<file path="src/rtl/swim_rx_if.sv">
// Byte handshake between the SWIM receiver and its consumer.
// The receiver holds a byte until the consumer accepts it.
interface swim_rx_if;
    logic [7:0] rx_data;
    logic       rx_valid;
    logic       rx_ready;
    logic       rx_parity_err;

    modport master (
        output rx_data,
        output rx_valid,
        output rx_parity_err,
        input  rx_ready
    );

    modport slave (
        input  rx_data,
        input  rx_valid,
        input  rx_parity_err,
        output rx_ready
    );
endinterface

</file>
<file path="src/rtl/swim_rx.sv">
// SWIM single-wire receiver: times the low phases of a synchronized pad input.
// Each frame is a start bit, 8 data bits (MSB first) and a parity bit.
module swim_rx #(
    parameter int unsigned THRESHOLD = 66,
    parameter int unsigned MIN_LOW   = 4,
    parameter int unsigned TIMEOUT   = 1024
) (
    input  logic          clk,
    input  logic          reset_n,
    input  logic          en,
    input  logic          swim_in,
    swim_rx_if.master     rx_bus,
    output logic          rx_overflow,
    output logic          frame_err,
    output logic          busy
);

    localparam logic [1:0] StIdle = 2'd0;
    localparam logic [1:0] StLow  = 2'd1;
    localparam logic [1:0] StHigh = 2'd2;

    localparam logic [11:0] TimeoutCnt = 12'(TIMEOUT);
    localparam logic [12:0] ThreshLen  = 13'(THRESHOLD);
    localparam logic [12:0] MinLowLen  = 13'(MIN_LOW);

    logic        sync1_q, sync2_q, prev_q;
    logic        fall, rise;
    logic [1:0]  state_q, state_d;
    logic [11:0] cnt_q, cnt_d;
    logic [3:0]  bit_cnt_q, bit_cnt_d;
    logic [7:0]  shift_q, shift_d;
    logic [7:0]  data_q, data_d;
    logic        valid_q, valid_d;
    logic        perr_q, perr_d;
    logic        ovf_q, ovf_d;
    logic        ferr_q, ferr_d;
    logic [12:0] low_len;
    logic        bit_val, glitch;
    logic        done, done_perr, xfer;

    // Synchronizer idles high so reset never looks like a falling edge.
    always_ff @(posedge clk or negedge reset_n) begin
        if (!reset_n) begin
            sync1_q <= 1'b1;
            sync2_q <= 1'b1;
            prev_q  <= 1'b1;
        end else begin
            sync1_q <= swim_in;
            sync2_q <= sync1_q;
            prev_q  <= sync2_q;
        end
    end

    assign fall = prev_q & ~sync2_q;
    assign rise = ~prev_q & sync2_q;

    // The counter reads N-1 on the rise ending an N-cycle low phase.
    assign low_len = {1'b0, cnt_q} + 13'd1;
    assign bit_val = (low_len < ThreshLen);
    assign glitch  = (low_len < MinLowLen);
    assign xfer    = valid_q & rx_bus.rx_ready;

    always_comb begin
        state_d   = state_q;
        cnt_d     = cnt_q;
        bit_cnt_d = bit_cnt_q;
        shift_d   = shift_q;
        ferr_d    = 1'b0;
        done      = 1'b0;
        done_perr = 1'b0;

        if (state_q == StIdle || fall || rise) begin
            cnt_d = 12'd0;
        end else if (cnt_q != 12'hfff) begin
            cnt_d = cnt_q + 12'd1;
        end

        case (state_q)
            StIdle: begin
                bit_cnt_d = 4'd0;
                if (en && fall) state_d = StLow;
            end
            StLow: begin
                if (cnt_q == TimeoutCnt) begin
                    ferr_d    = 1'b1;
                    state_d   = StIdle;
                    bit_cnt_d = 4'd0;
                end else if (rise) begin
                    if (glitch) begin
                        state_d = (bit_cnt_q == 4'd0) ? StIdle : StHigh;
                    end else if (bit_cnt_q == 4'd0) begin
                        // A start bit decoding as '1' is not a frame.
                        if (bit_val) begin
                            state_d = StIdle;
                        end else begin
                            bit_cnt_d = 4'd1;
                            state_d   = StHigh;
                        end
                    end else if (bit_cnt_q == 4'd9) begin
                        done      = 1'b1;
                        done_perr = bit_val ^ (^shift_q);
                        bit_cnt_d = 4'd0;
                        state_d   = StIdle;
                    end else begin
                        shift_d   = {shift_q[6:0], bit_val};
                        bit_cnt_d = bit_cnt_q + 4'd1;
                        state_d   = StHigh;
                    end
                end
            end
            StHigh: begin
                if (bit_cnt_q != 4'd0 && cnt_q == TimeoutCnt) begin
                    ferr_d    = 1'b1;
                    state_d   = StIdle;
                    bit_cnt_d = 4'd0;
                end else if (fall) begin
                    state_d = StLow;
                end
            end
            default: begin
                state_d   = StIdle;
                bit_cnt_d = 4'd0;
            end
        endcase

        if (!en) begin
            state_d   = StIdle;
            bit_cnt_d = 4'd0;
            cnt_d     = 12'd0;
            ferr_d    = 1'b0;
            done      = 1'b0;
        end
    end

    // Output holding register runs regardless of en so the consumer can drain.
    always_comb begin
        data_d  = data_q;
        valid_d = valid_q;
        perr_d  = perr_q;
        ovf_d   = 1'b0;
        if (done) begin
            if (!valid_q || xfer) begin
                data_d  = shift_q;
                perr_d  = done_perr;
                valid_d = 1'b1;
            end else begin
                ovf_d = 1'b1;
            end
        end else if (xfer) begin
            valid_d = 1'b0;
        end
    end

    always_ff @(posedge clk or negedge reset_n) begin
        if (!reset_n) begin
            state_q   <= StIdle;
            cnt_q     <= 12'd0;
            bit_cnt_q <= 4'd0;
            shift_q   <= 8'h00;
            data_q    <= 8'h00;
            valid_q   <= 1'b0;
            perr_q    <= 1'b0;
            ovf_q     <= 1'b0;
            ferr_q    <= 1'b0;
        end else begin
            state_q   <= state_d;
            cnt_q     <= cnt_d;
            bit_cnt_q <= bit_cnt_d;
            shift_q   <= shift_d;
            data_q    <= data_d;
            valid_q   <= valid_d;
            perr_q    <= perr_d;
            ovf_q     <= ovf_d;
            ferr_q    <= ferr_d;
        end
    end

    assign rx_bus.rx_data       = data_q;
    assign rx_bus.rx_valid      = valid_q;
    assign rx_bus.rx_parity_err = perr_q;
    assign rx_overflow          = ovf_q;
    assign frame_err            = ferr_q;
    assign busy                 = (state_q != StIdle);

endmodule

</file>
<file path="src/flat_wrapper.sv">
// flat-port wrapper written by rule: the top's interface ports become plain ports
module swim_rx_flat 
#(
    parameter int unsigned THRESHOLD = 66,
    parameter int unsigned MIN_LOW   = 4,
    parameter int unsigned TIMEOUT   = 1024
)
  (clk, reset_n, en, swim_in, rx_overflow, frame_err, busy, rx_bus_rx_data, rx_bus_rx_valid, rx_bus_rx_parity_err, rx_bus_rx_ready);
  swim_rx_if rx_bus_i ();
  input  logic clk;
  input  logic reset_n;
  input  logic en;
  input  logic swim_in;
  output logic rx_overflow;
  output logic frame_err;
  output logic busy;
  output wire logic [$bits(rx_bus_i.rx_data)-1:0] rx_bus_rx_data;
  output wire logic [$bits(rx_bus_i.rx_valid)-1:0] rx_bus_rx_valid;
  output wire logic [$bits(rx_bus_i.rx_parity_err)-1:0] rx_bus_rx_parity_err;
  input wire logic [$bits(rx_bus_i.rx_ready)-1:0] rx_bus_rx_ready;
  assign rx_bus_rx_data = rx_bus_i.rx_data;
  assign rx_bus_rx_valid = rx_bus_i.rx_valid;
  assign rx_bus_rx_parity_err = rx_bus_i.rx_parity_err;
  assign rx_bus_i.rx_ready = rx_bus_rx_ready;
  swim_rx #(.THRESHOLD(THRESHOLD), .MIN_LOW(MIN_LOW), .TIMEOUT(TIMEOUT)) u_core (.clk(clk), .reset_n(reset_n), .en(en), .swim_in(swim_in), .rx_bus(rx_bus_i), .rx_overflow(rx_overflow), .frame_err(frame_err), .busy(busy));
endmodule
</file>
<file path="config.mk">
export PLATFORM = sky130hd
export DESIGN_NAME = swim_rx_flat
export DESIGN_NICKNAME = d
export VERILOG_FILES = /design/src/rtl/swim_rx_if.sv /design/src/rtl/swim_rx.sv /design/src/flat_wrapper.sv
export SDC_FILE = /design/constraint.sdc
export NUM_CORES = 1
export LEC_CHECK = 0
export CAP_MARGIN = 15
export CORE_ASPECT_RATIO = 1.75
export CORE_MARGIN = 1
export CORE_UTILIZATION = 53
export CTS_CLUSTER_DIAMETER = 200
export DETAILED_ROUTE_END_ITERATION = 10
export PLACE_DENSITY_LB_ADDON = 0.12
export SYNTH_ARGS = -nofsm -noshare
export SYNTH_HDL_FRONTEND = slang
export SYNTH_SLANG_ARGS = --single-unit
</file>
<file path="constraint.sdc">
create_clock -name clk -period 2.6 [get_ports clk]
set_clock_uncertainty 0.1 [all_clocks]
set_input_delay 0.26 -clock clk [delete_from_list [all_inputs] [get_ports clk]]
set_output_delay 0.26 -clock clk [all_outputs]
set_load 0.05 [all_outputs]
</file>
Word level (Yosys, flattened, before mapping)
Index checks and enable logic that the tools add are counted.
Storage, ports and cells
  bits in registers: 41
  input port bits: 5
  output and inout port bits: 13
Cells by class
  add/sub/neg operators: 3
  magnitude comparators: 2
  equal/unequal tests: 13
  muxes and demuxes: 46
  bitwise operators: 10
  reduce and logical (&&, ||, !) cells: 17
Operator list (number)
  $mux W12: 3
  $mux W4: 8
  $mux W2: 11
  $mux W1: 21
  $add A12 B1 Y13 const B: 1
  $lt A13 B3 Y1 const B: 1
  $lt A13 B7 Y1 const B: 1
  $add A12 B1 Y12 const B: 1
  $eq A12 B11 Y1 const B: 1
  $ne A12 B12 Y1 const B: 1
  $ne A4 B2 Y1 const B: 2
  $pmux W4 S2: 1
  $reduce_xor A8 Y1: 1
  $not A1 Y1: 6
  $pmux W2 S3: 1
  $reduce_and A6 Y1: 1
  $ne A5 B5 Y1 const B: 1
  $add A4 B1 Y4 const B: 1
  $eq A4 B4 Y1 const B: 1
  $logic_not A4 Y1: 1
  $ne A4 B4 Y1 const B: 1
  $reduce_and A2 Y1: 2
  $reduce_and A4 Y1: 1
  $reduce_bool A2 Y1: 2
  15 further kinds: 20

Depth between registers and ports, before layout
Gate-level depths: netlist of the first run.
  depth after elaboration: 10
  depth in mapped cells: 12
  mapped depth without buffers: 9

Worst setup path before layout of the first run
Ideal clock, no wire load.
  kind: reg-to-reg
  start point: register u_core.cnt_q[1]
  end point: register u_core.data_q[0] (netlist: u_core.rx_bus.rx_data[0])
  library setup time: 0.125 ns
  arrival: 2.329 ns
  setup slack: 0.046 ns
  cell stages (with the launch flop): 10
  buffers on the path: 1
  clock period less this slack: 2.554 ns
  cells stage by stage: dfrtp_1 ha_1 nand3_1 nor2_2 mux2i_1 nor3_4 a211o_1 nor2b_2 buf_6 mux2_4
Between the ends
  cells in the longest elaborated chain, start to end: 8
  elaborated cells between the ends (all ways): 9
  classes of those cells: add/sub (1); order compare (1); eq/ne (1); mux (5); reduce/logical (1)
RTL lines
  start: declaration: RTL line swim_rx.sv:29  | logic [11:0] cnt_q, cnt_d;
  start signal: assignment: RTL line swim_rx.sv:167  | cnt_q <= cnt_d;
  $add A12 B1 Y13: RTL line swim_rx.sv:58  | assign low_len = {1'b0, cnt_q} + 13'd1;
  $lt A13 B3 Y1: RTL line swim_rx.sv:60  | assign glitch = (low_len < MinLowLen);
  $mux W1: RTL line swim_rx.sv:89  | if (glitch) begin
  $mux W1: RTL line swim_rx.sv:88  | end else if (rise) begin
  $mux W1 *: RTL line swim_rx.sv:84  | if (cnt_q == TimeoutCnt) begin
  $mux W1 *: RTL line swim_rx.sv:78  | case (state_q)
  $mux W1 *: RTL line swim_rx.sv:126  | if (!en) begin
  $reduce_and A2 Y1 (no line) *
  end signal: assignment: RTL line swim_rx.sv:170  | data_q <= data_d;
  end: declaration: RTL line swim_rx.sv:32  | logic [7:0] data_q, data_d;
Mark *: on every way between the ends. The rest lies on a longest branch, timed or not.
A chain may end at the register's enable or synchronous reset.

Worst setup path after layout of the first run
  start point: register u_core.cnt_q[3]
  end point: register u_core.perr_q (netlist: u_core.rx_bus.rx_parity_err)
Between the ends
  cells in the longest elaborated chain, start to end: 9
  elaborated cells between the ends (all ways): 17
  classes of those cells: add/sub (1); order compare (2); eq/ne (1); mux (11); bitwise (1); reduce/logical (1)
RTL lines
  $add A12 B1 Y13: RTL line swim_rx.sv:58
  $lt A13 B7 Y1: RTL line swim_rx.sv:59  | assign bit_val = (low_len < ThreshLen);
  $xor A1 B1 Y1: RTL line swim_rx.sv:101  | done_perr = bit_val ^ (^shift_q);
  $mux W1: RTL line swim_rx.sv:99  | end else if (bit_cnt_q == 4'd9) begin
  $mux W1: RTL line swim_rx.sv:91  | end else if (bit_cnt_q == 4'd0) begin
  $mux W1: RTL line swim_rx.sv:89
  $mux W1: RTL line swim_rx.sv:88
  $mux W1: RTL line swim_rx.sv:84
  $mux W1: RTL line swim_rx.sv:78
  end signal: assignment: RTL line swim_rx.sv:172  | perr_q <= perr_d;
  end: declaration: RTL line swim_rx.sv:34  | logic perr_q, perr_d;
Parallel ways exist; a longest one is shown, timed or not.

==> results by group, run 1 <==
Placement
  – Inst Count DP: 299
  – Post-DP HPWL: 3690 um
  – GP Congestion: 0.877
  – Buffers on Ports: 17

STA
  – Hold slack: -15.1 ps
  – Crit path time final: 2510 ps
  – Final hold vios: 27
  – # setup viols final: 0
  – Worst slew pin tran: 884 ps
  – RSZ-0062 raised after global routing: true
  – Part of the cycle the worst path needs: 96.5%
  – Final Max Tran Viols: 0
  – Worst relative slew slack: 41.0%
  – Max frequency: 0.399 GHz
  – Setup_tns: 0 ps

Worst setup path
  – Reg2Reg Capture Point: u_core.rx_bus.rx_parity_err
  – Worst setup EP type: flop
  – Crit-path slowest cell: a2111oi_2
  – Crit path kind: reg -> reg
  – Slowest stage delay, CP: 520 ps
  – CP Max Fanout: 5
  – Reg2Reg Depth: 8
  – CP Launch Type: flop
  – Crit-path leading delay family: compound AO/OA/AOI/OAI gates
  – Worst path bufs/invs: 1
  – FF-to-FF Start: u_core.cnt_q[3]
  – Worst path arrival time: 2620 ps
  – Crit path cell chain: buf_4 -> a211oi_1 -> o211ai_1 -> a2111o_1 -> a2111oi_2 -> xnor2_1 -> nand2_1 -> mux2i_1
  – Flop-to-flop setup slack: 90 ps
  – Worst EP required: 2710 ps

Clocking
  – Clock Latency Late Sink: 300 ps
  – Cts hold-fix bufs: 0
  – CTS buffer count: 5
  – H-Tree Depth: 2
  – Sink Count: 41
  – CTS root buffer: clkbuf_8
  – CTS tree: built
  – Worst-path clk slew: 90 ps
  – Maximum root-to-sink buffer count: 2

Hold path
  – Hold Crit Class: in -> async

Logic synthesis
  – Mean post-synth cell area: 11.1 um^2
  – Register area share after synthesis: 41.1%
  – Mapped cell area: 2510 um^2
  – Ys async rst share: 100%
  – Synth Instances: 226
  – Net Count, Synth: 240
  – Number of synthesized flops with an enable pin: 0
  – Main synth FF type: dfrtp_1
  – Yosys synthesis warning count: 0
  – FF+latch count, synth: 41
  – Count of different cell masters after synthesis: 63

Job
  – Total of max-cap violations: 0

Routing
  – Routed len/inst: 16.1 um
  – DRT iter0 DRCs: 42
  – DR DRC count: 0
  – WL final: 4950 um
  – Vias per cell: 5.84
  – Drt first pass iters: 4
  – Post-route antenna net violation count: 0
  – Vias: 1800

Power
  – Comb power frac: 5.6%
  – Clock share of power: 42.3%
  – Switch share: 21.3%
  – Sequential share of power: 52.1%
  – Switching Power: 0.265 mW
  – Leak: 1.29 nW
  – Worst vdd ir: 0.442 mV
  – Pwr/cell area: 424 nW/um^2
  – Pint: 0.981 mW

Floorplan
  – # rows: 32
  – Initial Util: 55.9%
  – Die W: 54.0 um
  – Core area: 4480 um^2
  – IO Count: 18
  – Die Height: 93.0 um
  – Die area: 5020 um^2

Cells and area
  – Layout cells sized above 1: 26.8%
  – Finished Layout Cells: 308
  – Diodes inserted: 0
  – Area Growth Syn to Fin: 17.2%
  – Final-stage net count: 270

Global routing
  – Initial antenna violation count: 0
  – Number of global-route vias before repair: 1865
  – First-pass GRT wire length: 8480 um
  – All-layer global routing usage: 23.1%
  – Largest net degree at the start of global routing: 42
  – Remaining Overflow, GRT: 0

Run status
  – Failing checks: negative hold slack
  – Outcome: finished with violations
## worst reg2reg max path: stages, from the launching register on
cell	delay [ps]
dfrtp_1	450
buf_4	180
a211oi_1	210
o211ai_1	170
a2111o_1	440
a2111oi_2	520
xnor2_1	170
nand2_1	70
mux2i_1	130
## power by group through the flow
stage / Sequential [mW] / Clock (mW) / Combinational, mW
2_1_floorplan: 0.660 / 0 / 0.0407
4_1_cts: 0.649 / 0.547 / 0.0705
6_report: 0.649 / 0.528 / 0.0693
5_1_grt: 0.650 / 0.572 / 0.0776
3_5_place_dp: 0.662 / 0 / 0.0702
3_3_place_gp: 0.661 / 0 / 0.0696
## area by class of cell
cell class,count,area (um^2)
inverters,12,45.0
fillers,393,1550
well taps,51,63.8
flip-flops and latches,41,1030
clock inverters,2,37.5
multi-input cells,162,1360
repair buffers,34,318
clock buffers,6,82.6
## cell usage in the layout, fill, tap and decap left out, types with 4 or more instances in the layout
master	count
dfrtp_1	38
clkdlybuf4s50_1	16
buf_4	15
nand2_1	14
a21oi_1	13
nor2_1	13
inv_1	12
xnor2_1	11
nand3_1	10
ha_1	9
nand2b_1	8
mux2_2	8
mux2_4	8
xor2_1	6
clkbuf_8	6
nor3_1	4
nand4_1	4
## kinds of logic (layout without fill, tap and decap cells)
| logic type | after synthesis | count (layout) | synth area share (%) |
|---|---|---|---|
| DFF | 41 | 41 | 41.1 |
| adders and majority gates | 9 | 9 | 4.49 |
| muxes | 18 | 18 | 9.19 |
| xor gates and xnor gates | 18 | 18 | 6.59 |
| buffers and inverters | 23 | 54 | 4.99 |
| AOI/OAI and AO/OA | 43 | 43 | 15.4 |
| and+or+nand+nor | 74 | 74 | 18.2 |
## metrics by stage
stage	setup WS, ps	total power [mW]	utilization [%]	area (um^2)
floorplan	46.3	0.700	-	2510
global placement	75.1	0.731	62.4	2800
detailed placement	31.4	0.732	62.4	2800
CTS	12.6	1.27	65.2	2930
global route	-30.4	1.30	65.5	2940
finish	90.7	1.25	65.5	2940
## worst max-delay path by stage
stage / depth (start not counted) / slack [ps] / startpoint / endpoint
CTS: 9 / 10 / u_core.cnt_q[1] / u_core.state_q[0]
global placement: 9 / 80 / u_core.cnt_q[1] / u_core.state_q[0]
finish: 8 / 90 / u_core.cnt_q[3] / u_core.rx_bus.rx_parity_err
floorplan: 9 / 50 / u_core.cnt_q[1] / u_core.rx_bus.rx_data[0]
global route: 8 / -30 / u_core.cnt_q[3] / u_core.rx_bus.rx_parity_err
detailed placement: 8 / 30 / u_core.cnt_q[8] / u_core.bit_cnt_q[3]
## synth_stat cells (all sizes together), types with 6 or more instances
| master | n | area share [%] |
|---|---|---|
| mux2 | 16 | 8.4 |
| nand2b | 8 | 2.0 |
| nor2 | 14 | 2.2 |
| a21oi | 15 | 3.6 |
| dfrtp | 38 | 38 |
| nor3 | 7 | 2.2 |
| inv | 12 | 1.8 |
| buf | 10 | 3.0 |
| xnor2 | 12 | 4.5 |
| xor2 | 6 | 2.1 |
| nand3 | 10 | 2.0 |
| ha | 9 | 4.5 |
| nand2 | 15 | 2.5 |
## flip-flops by register name (all words and copies together) (netlist names)
name and cells:
u_core.bit_cnt_q 4, u_core.sync1_q 1, u_core.rx_overflow 1, u_core.prev_q 1
u_core.rx_bus.rx_valid 1, u_core.frame_err 1, u_core.state_q 2, u_core.rx_bus.rx_data 8
u_core.cnt_q 12, u_core.rx_bus.rx_parity_err 1, u_core.sync2_q 1, u_core.shift_q 8
## what timing repair did
action,4_1_cts,5_1_grt
setup buffers,0,1
pin swaps,0,2
gates resized for setup,1,2
setup endpoints to repair,1,22
## metal layers
metal	vias up	routed length (um)	global-route usage, %
li1	865	-	-
met1	886	1980	26.0
met2	38	2710	40.5
met3	11	152	4.43
met4	0	112	8.97
met5	-	0	0
Power figures use the tool's default switching activity.
==> run 2: changes to the inputs <==
--- a/config.mk
+++ b/config.mk
@@ -11,6 +11,7 @@
 export CORE_UTILIZATION = 53
 export CTS_CLUSTER_DIAMETER = 200
 export DETAILED_ROUTE_END_ITERATION = 10
+export GPL_ROUTABILITY_DRIVEN = 0
 export PLACE_DENSITY_LB_ADDON = 0.12
 export SYNTH_ARGS = -nofsm -noshare
 export SYNTH_HDL_FRONTEND = slang
==> results of run 2 <==
The final DEF is identical to that of run 1; final timing and power are the same.
